===== src/rtl/div_issue_ctrl.sv =====
`timescale 1ns/1ps
// div_issue_ctrl
// ---------------------------------------------------------------------------
// Sequences one DIV/DIVU from the EXE stage through the multi-cycle divider.
// The divider sees each division exactly once. EXE stays stalled until the
// {remainder, quotient} pair returns. The HI/LO write is presented in the
// commit cycle. A pipeline flush cancels an operation that has not been
// issued yet, or drains one that is already in flight, so a stale result
// never reaches HI/LO.
//
// Handshakes: a transfer happens on a rising clk edge where valid && ready
// are both high. div_in_valid is withdrawn only on flush, which the divider
// tolerates. The operands are constant while div_in_valid is high. The
// controller never withdraws div_out_ready while a result is owed.
//
// Ports
//   clk, reset                       clock, synchronous active-high reset
//   req_valid/req_signed             EXE DIV/DIVU request (1 = DIV)
//   req_dividend/req_divisor         rs / rt operand values
//   req_ack                          EXE advances this cycle
//   flush                            drop current request and in-flight op
//   div_in_valid/div_in_ready        operand handshake to the divider
//   div_op                           {signed, unsigned}, one-hot while issuing
//   div_dividend/div_divisor         latched operands
//   div_out_valid/div_out_ready      result handshake from the divider
//   div_result                       {remainder, quotient}
//   es_div_stall                     EXE must not advance
//   res_valid                        result is held and ready for commit
//   hi_wdata/lo_wdata/hilo_we        HI/LO write port (remainder/quotient)
//   last_cycles                      issue-to-result cycles of the last
//                                    completed division, saturating
//   dbg_state                        current FSM state (IDLE=0, ISSUE=1,
//                                    WAIT=2, DONE=3, DRAIN=4)
//
// Build option DIV_ZERO_BYPASS_EN: a zero divisor skips the divider and
// completes directly with hi = dividend, lo = all ones, last_cycles = 0.
// ---------------------------------------------------------------------------
module div_issue_ctrl #(
  parameter int CNT_W = 8
) (
  input  logic             clk,
  input  logic             reset,
  input  logic             req_valid,
  input  logic             req_signed,
  input  logic [31:0]      req_dividend,
  input  logic [31:0]      req_divisor,
  input  logic             req_ack,
  input  logic             flush,
  output logic             div_in_valid,
  input  logic             div_in_ready,
  output logic [1:0]       div_op,
  output logic [31:0]      div_dividend,
  output logic [31:0]      div_divisor,
  input  logic             div_out_valid,
  output logic             div_out_ready,
  input  logic [63:0]      div_result,
  output logic             es_div_stall,
  output logic             res_valid,
  output logic [31:0]      hi_wdata,
  output logic [31:0]      lo_wdata,
  output logic             hilo_we,
  output logic [CNT_W-1:0] last_cycles,
  output logic [2:0]       dbg_state
);

  typedef enum logic [2:0] {
    IDLE  = 3'd0,
    ISSUE = 3'd1,
    WAIT  = 3'd2,
    DONE  = 3'd3,
    DRAIN = 3'd4
  } state_t;

  state_t           state;
  state_t           state_nxt;
  logic             op_signed;
  logic [CNT_W-1:0] cnt;
  logic [CNT_W-1:0] cnt_inc;
  logic             accept;
  logic             bypass;
  logic             take_result;

  // Saturating increment: the counter sticks at all-ones.
  assign cnt_inc = (&cnt) ? cnt : cnt + {{(CNT_W-1){1'b0}}, 1'b1};

  assign accept = (state == IDLE) && req_valid && !flush;

`ifdef DIV_ZERO_BYPASS_EN
  assign bypass = accept && (req_divisor == 32'd0);
`else
  assign bypass = 1'b0;
`endif

  // A result that arrives together with a flush is dropped.
  assign take_result = (state == WAIT) && div_out_valid && !flush;

  always_comb begin
    state_nxt     = state;
    div_in_valid  = 1'b0;
    div_out_ready = 1'b0;
    res_valid     = 1'b0;
    case (state)
      IDLE: begin
        if (accept) state_nxt = bypass ? DONE : ISSUE;
      end
      ISSUE: begin
        div_in_valid = 1'b1;
        // Once the divider has taken the operands, a flush must still
        // consume the result, hence DRAIN rather than IDLE.
        if (div_in_ready) state_nxt = flush ? DRAIN : WAIT;
        else if (flush)   state_nxt = IDLE;
      end
      WAIT: begin
        div_out_ready = 1'b1;
        if (flush)              state_nxt = div_out_valid ? IDLE : DRAIN;
        else if (div_out_valid) state_nxt = DONE;
      end
      DONE: begin
        res_valid = 1'b1;
        if (req_ack || flush) state_nxt = IDLE;
      end
      DRAIN: begin
        div_out_ready = 1'b1;
        if (div_out_valid) state_nxt = IDLE;
      end
      default: state_nxt = IDLE;
    endcase
  end

  assign div_op       = (state == ISSUE) ? {op_signed, !op_signed} : 2'b00;
  // Covers the IDLE cycle in which the request is first seen, so EXE
  // never slips past a DIV before the controller has latched it.
  assign es_div_stall = req_valid && (state != DONE) && !flush;
  assign hilo_we      = res_valid && req_ack && !flush;
  assign dbg_state    = state;

  always_ff @(posedge clk) begin
    if (reset) begin
      state        <= IDLE;
      op_signed    <= 1'b0;
      div_dividend <= 32'd0;
      div_divisor  <= 32'd0;
      cnt          <= '0;
      hi_wdata     <= 32'd0;
      lo_wdata     <= 32'd0;
      last_cycles  <= '0;
    end else begin
      state <= state_nxt;
      if (accept) begin
        op_signed    <= req_signed;
        div_dividend <= req_dividend;
        div_divisor  <= req_divisor;
        cnt          <= '0;
      end else if ((state == ISSUE) || (state == WAIT)) begin
        cnt <= cnt_inc;
      end
      // last_cycles includes the cycle in which the result arrives.
      if (take_result) begin
        hi_wdata    <= div_result[63:32];
        lo_wdata    <= div_result[31:0];
        last_cycles <= cnt_inc;
      end else if (bypass) begin
        hi_wdata    <= req_dividend;
        lo_wdata    <= 32'hFFFF_FFFF;
        last_cycles <= '0;
      end
    end
  end

endmodule


===== config.mk =====
export PLATFORM = sky130hd
export DESIGN_NAME = div_issue_ctrl
export DESIGN_NICKNAME = d
export VERILOG_FILES = /design/src/rtl/div_issue_ctrl.sv
export SDC_FILE = /design/constraint.sdc
export NUM_CORES = 1
export LEC_CHECK = 0
export BUFFER_PORTS_ARGS = -buffer_cell sky130_fd_sc_hd__buf_2
export CAP_MARGIN = 20
export CORE_UTILIZATION = 49
export CTS_CLUSTER_SIZE = 20
export DETAILED_ROUTE_END_ITERATION = 10
export PLACE_DENSITY = 0.94
export SETUP_SLACK_MARGIN = 0.05
export SLEW_MARGIN = 30
export SYNTH_ARGS = -nofsm -noshare
export SYNTH_HDL_FRONTEND = slang
export SYNTH_SLANG_ARGS = --single-unit

===== constraint.sdc =====
create_clock -name clk -period 3.6 [get_ports clk]
set_input_delay 0 -clock clk [delete_from_list [all_inputs] [get_ports clk]]
set_output_delay 0 -clock clk [all_outputs]
set_load 0.05 [all_outputs]

==> impl_metrics.tcl <==
set metrics [dict create \
    status "complete, no violations" \
    mostFrequentLayoutCells "buf_2, nand2_1, dfxtp_1" \
    combPwrFrac_pct 13.4 \
    synth_edf_count 0 \
    tritoncts "done" \
    p_leak_nw 3.912 \
    cpPeakStageDelay_ns 0.76 \
    viasPerCell 5.405 \
    rr_startpoint "dbg_state[1]$_SDFFE_PP0P_" \
    num_rows 38 \
    p_int_mw 2.866 \
    synth.area.top_cells "dfxtp_1, nand2_1, a21oi_1" \
    start_kind "register" \
    period_minus_slack_ns 2.354 \
    die_h_um 108.4 \
    ys_seq_area_share_pct 53.44 \
    synth.top_cell.area_share_pct 53.44 \
    numCtsBuffers 17 \
    cts.sinks 148 \
    dpl.hpwl_mm 10.71 \
    synthFlopType "dfxtp_1" \
    arrival_ns 2.68 \
    wire_per_inst_um 17.58 \
    synth_async_sr_flop_share_pct 0 \
    crit_cells 5 \
    ios 282 \
    cp_slowest_cell "and3_2" \
    hold_viol_final 0 \
    power_density_nw_per_um2 445.2 \
    cpLargestDelayFamily "simple AND/OR/NAND/NOR gates" \
    ant_nets 0 \
    start_util_pct 50.70 \
    clockBufferDepth 2 \
    clock_latency_ns 0.42 \
    path_cells "nor2_1 -> and3_2 -> buf_4 -> nand2_1 -> a21oi_1" \
    end_kind "register" \
    dp.cells 1062 \
    dr.pass1.iters 8 \
    cts_setup_buffers 0 \
    endpoint "div_dividend[7]$_SDFFE_PP0P_" \
    crit_fanout 43 \
    final_cells 1231 \
    grt_start_max_net_pins 66 \
    dieArea_um2 11740 \
    ys_seq_elements 148 \
    syn_inst 685 \
    path_buf_inv 1 \
    seqPwrFrac_pct 43.4 \
    cts.clk_slew.worst_paths_ns 0.07 \
    worstReg2RegEnd "div_dividend[7]$_SDFFE_PP0P_" \
    startpoint "dbg_state[1]$_SDFFE_PP0P_" \
    synth_area_leader_cell "dfxtp_1" \
    report.final.slew_viol_count 0 \
    die_w_um 108.4 \
    synth_nets 822 \
    layout_commonest_cell "buf_2" \
    p_sw_mw 1.062 \
    drc_errors 0 \
    syn_area_per_cell_um2 8.094 \
    ys_types 41 \
    r2r_cells 5 \
    grt_pass1_vias 6569 \
    core_area_um2 10940 \
    grt_pass1_wl_mm 32.93 \
    reg2reg_setup_slack_ns 1.25 \
    rsz0062_at_grt "false" \
    drive_gt1_share_pct 30.79 \
    netlist_area_um2 5544 \
    fin_tns_setup_ns 0 \
    antenna_found_initial 4 \
    h-tree-depth 4 \
    root_buffer "clkbuf_16" \
    p_sw_share_pct 27.02 \
    drv_cap 0 \
    fin_skew_ns 0.01129 \
    area_delta_synth_final_pct 59.13 \
    gp_congestion 0.8133 \
    hold_class "input pin to register" \
    clkPwrFrac_pct 43.2 \
    numPortBuffers 281 \
    setup_viol 0 \
    fmax_mhz 424.8 \
    wirelength_mm 21.64 \
    critical_path_required_ns 3.93 \
    ir_drop_v 0.0004282 \
    track_usage_pct 37.36 \
    vias 6654 \
    nets 1212 \
    finalCritPeriodShare_pct 65.39 \
    dr.first_iter.drc_count 744 \
    yosys_warnings 0 \
    worstMarginPinSlew_ns 0.7839 \
    critical_path_class "register to register" \
    gr-total-overflow 0 \
    slew_headroom_pct 47.74 \
]
## power groups by stage
stage,combinational [mW],clock [mW],sequential (mW)
finish,0.526,1.70,1.70
global route,0.556,1.80,1.71
CTS,0.497,1.71,1.70
detailed placement,0.383,0,1.73
global placement,0.378,0,1.73
floorplan,0.124,0,1.86
## worst min path at each step
stage / start / to / slack [ns] / cells past startpoint
2_1_floorplan: flush / dbg_state[0]$_SDFFE_PP0P_ / 0.08 / 1
3_3_place_gp: req_dividend[28] / div_dividend[28]$_SDFFE_PP0P_ / 0.24 / 3
3_5_place_dp: div_result[63] / hi_wdata[31]$_SDFFE_PP0P_ / 0.25 / 3
4_1_cts: reset / div_divisor[5]$_SDFFE_PP0P_ / 0.002 / 2
5_1_grt: reset / div_divisor[27]$_SDFFE_PP0P_ / 0.02 / 2
6_report: reset / div_divisor[30]$_SDFFE_PP0P_ / 0.02 / 2
## worst reg2reg max path, cell delays in order (launching register included)
cell and delay (ns):
dfxtp_1 0.48, nor2_1 0.29, and3_2 0.76, buf_4 0.42, nand2_1 0.12, a21oi_1 0.21
## kinds of logic (layout without fill, tap and decap cells)
family / after synthesis / in the layout / synth area share, %
AOI/OAI and AO/OA: 156 / 156 / 15.44
xor gates and xnor gates: 7 / 7 / 1.444
adders and majority gates: 1 / 1 / 0.2256
buffers and inverters: 54 / 457 / 5.371
DFF: 148 / 148 / 53.44
muxes: 2 / 2 / 0.5868
other: 0 / 3 / 0
and+or+nand+nor: 317 / 317 / 23.49
## state kept, by name (all words and copies together) (netlist names)
signal and cells:
div_dividend 32, div_divisor 32, hi_wdata 32, lo_wdata 32, cnt 8, last_cycles 8
dbg_state 3, op_signed 1
## per-stage QoR
step / util [%] / total power [mW] / hold slack [ns] / area, um2 / setup WS [ns]
floorplan: - / 1.986 / 0.07677 / 5544 / 0.6716
global placement: 63.15 / 2.111 / 0.2393 / 6905 / 1.563
detailed placement: 63.15 / 2.118 / 0.2457 / 6905 / 1.446
CTS: 80.61 / 3.910 / 0.002389 / 8815 / 1.393
global route: 80.65 / 4.064 / 0.02106 / 8820 / 1.006
finish: 80.68 / 3.928 / 0.01820 / 8822 / 1.246
## per-layer routing
layer,track usage [%],share of wire [%]
met2,60.87,51
met1,36.25,34
met5,0,0.055
met4,29.44,7.2
met3,17.96,8.4
## synthesized netlist by cell type (3+ instances only)
cell type	count
a21oi_1	140
a311oi_1	4
and3_1	3
buf_2	10
buf_4	14
buf_6	4
clkbuf_1	24
dfxtp_1	148
nand2_1	271
nand2b_1	3
nand3_1	3
nand3b_1	5
nor2_1	12
nor3_1	3
nor4_1	3
xnor2_1	6
## final cells by class
type / count / area [um2]
flip-flops and latches: 148 / 2963
well taps: 140 / 175.2
clock buffers: 19 / 442.9
clock inverters: 13 / 125.1
multi-input cells: 483 / 2291
fillers: 626 / 2113
inverters: 2 / 7.507
repair buffers: 423 / 2810
diodes: 3 / 7.507
## timing repair
action | CTS | global route
hold buffers | 134 | 0
endpoints found under the hold margin | 132 | 0
gates resized for setup | 0 | 0
(Power assumes the default switching activity.)
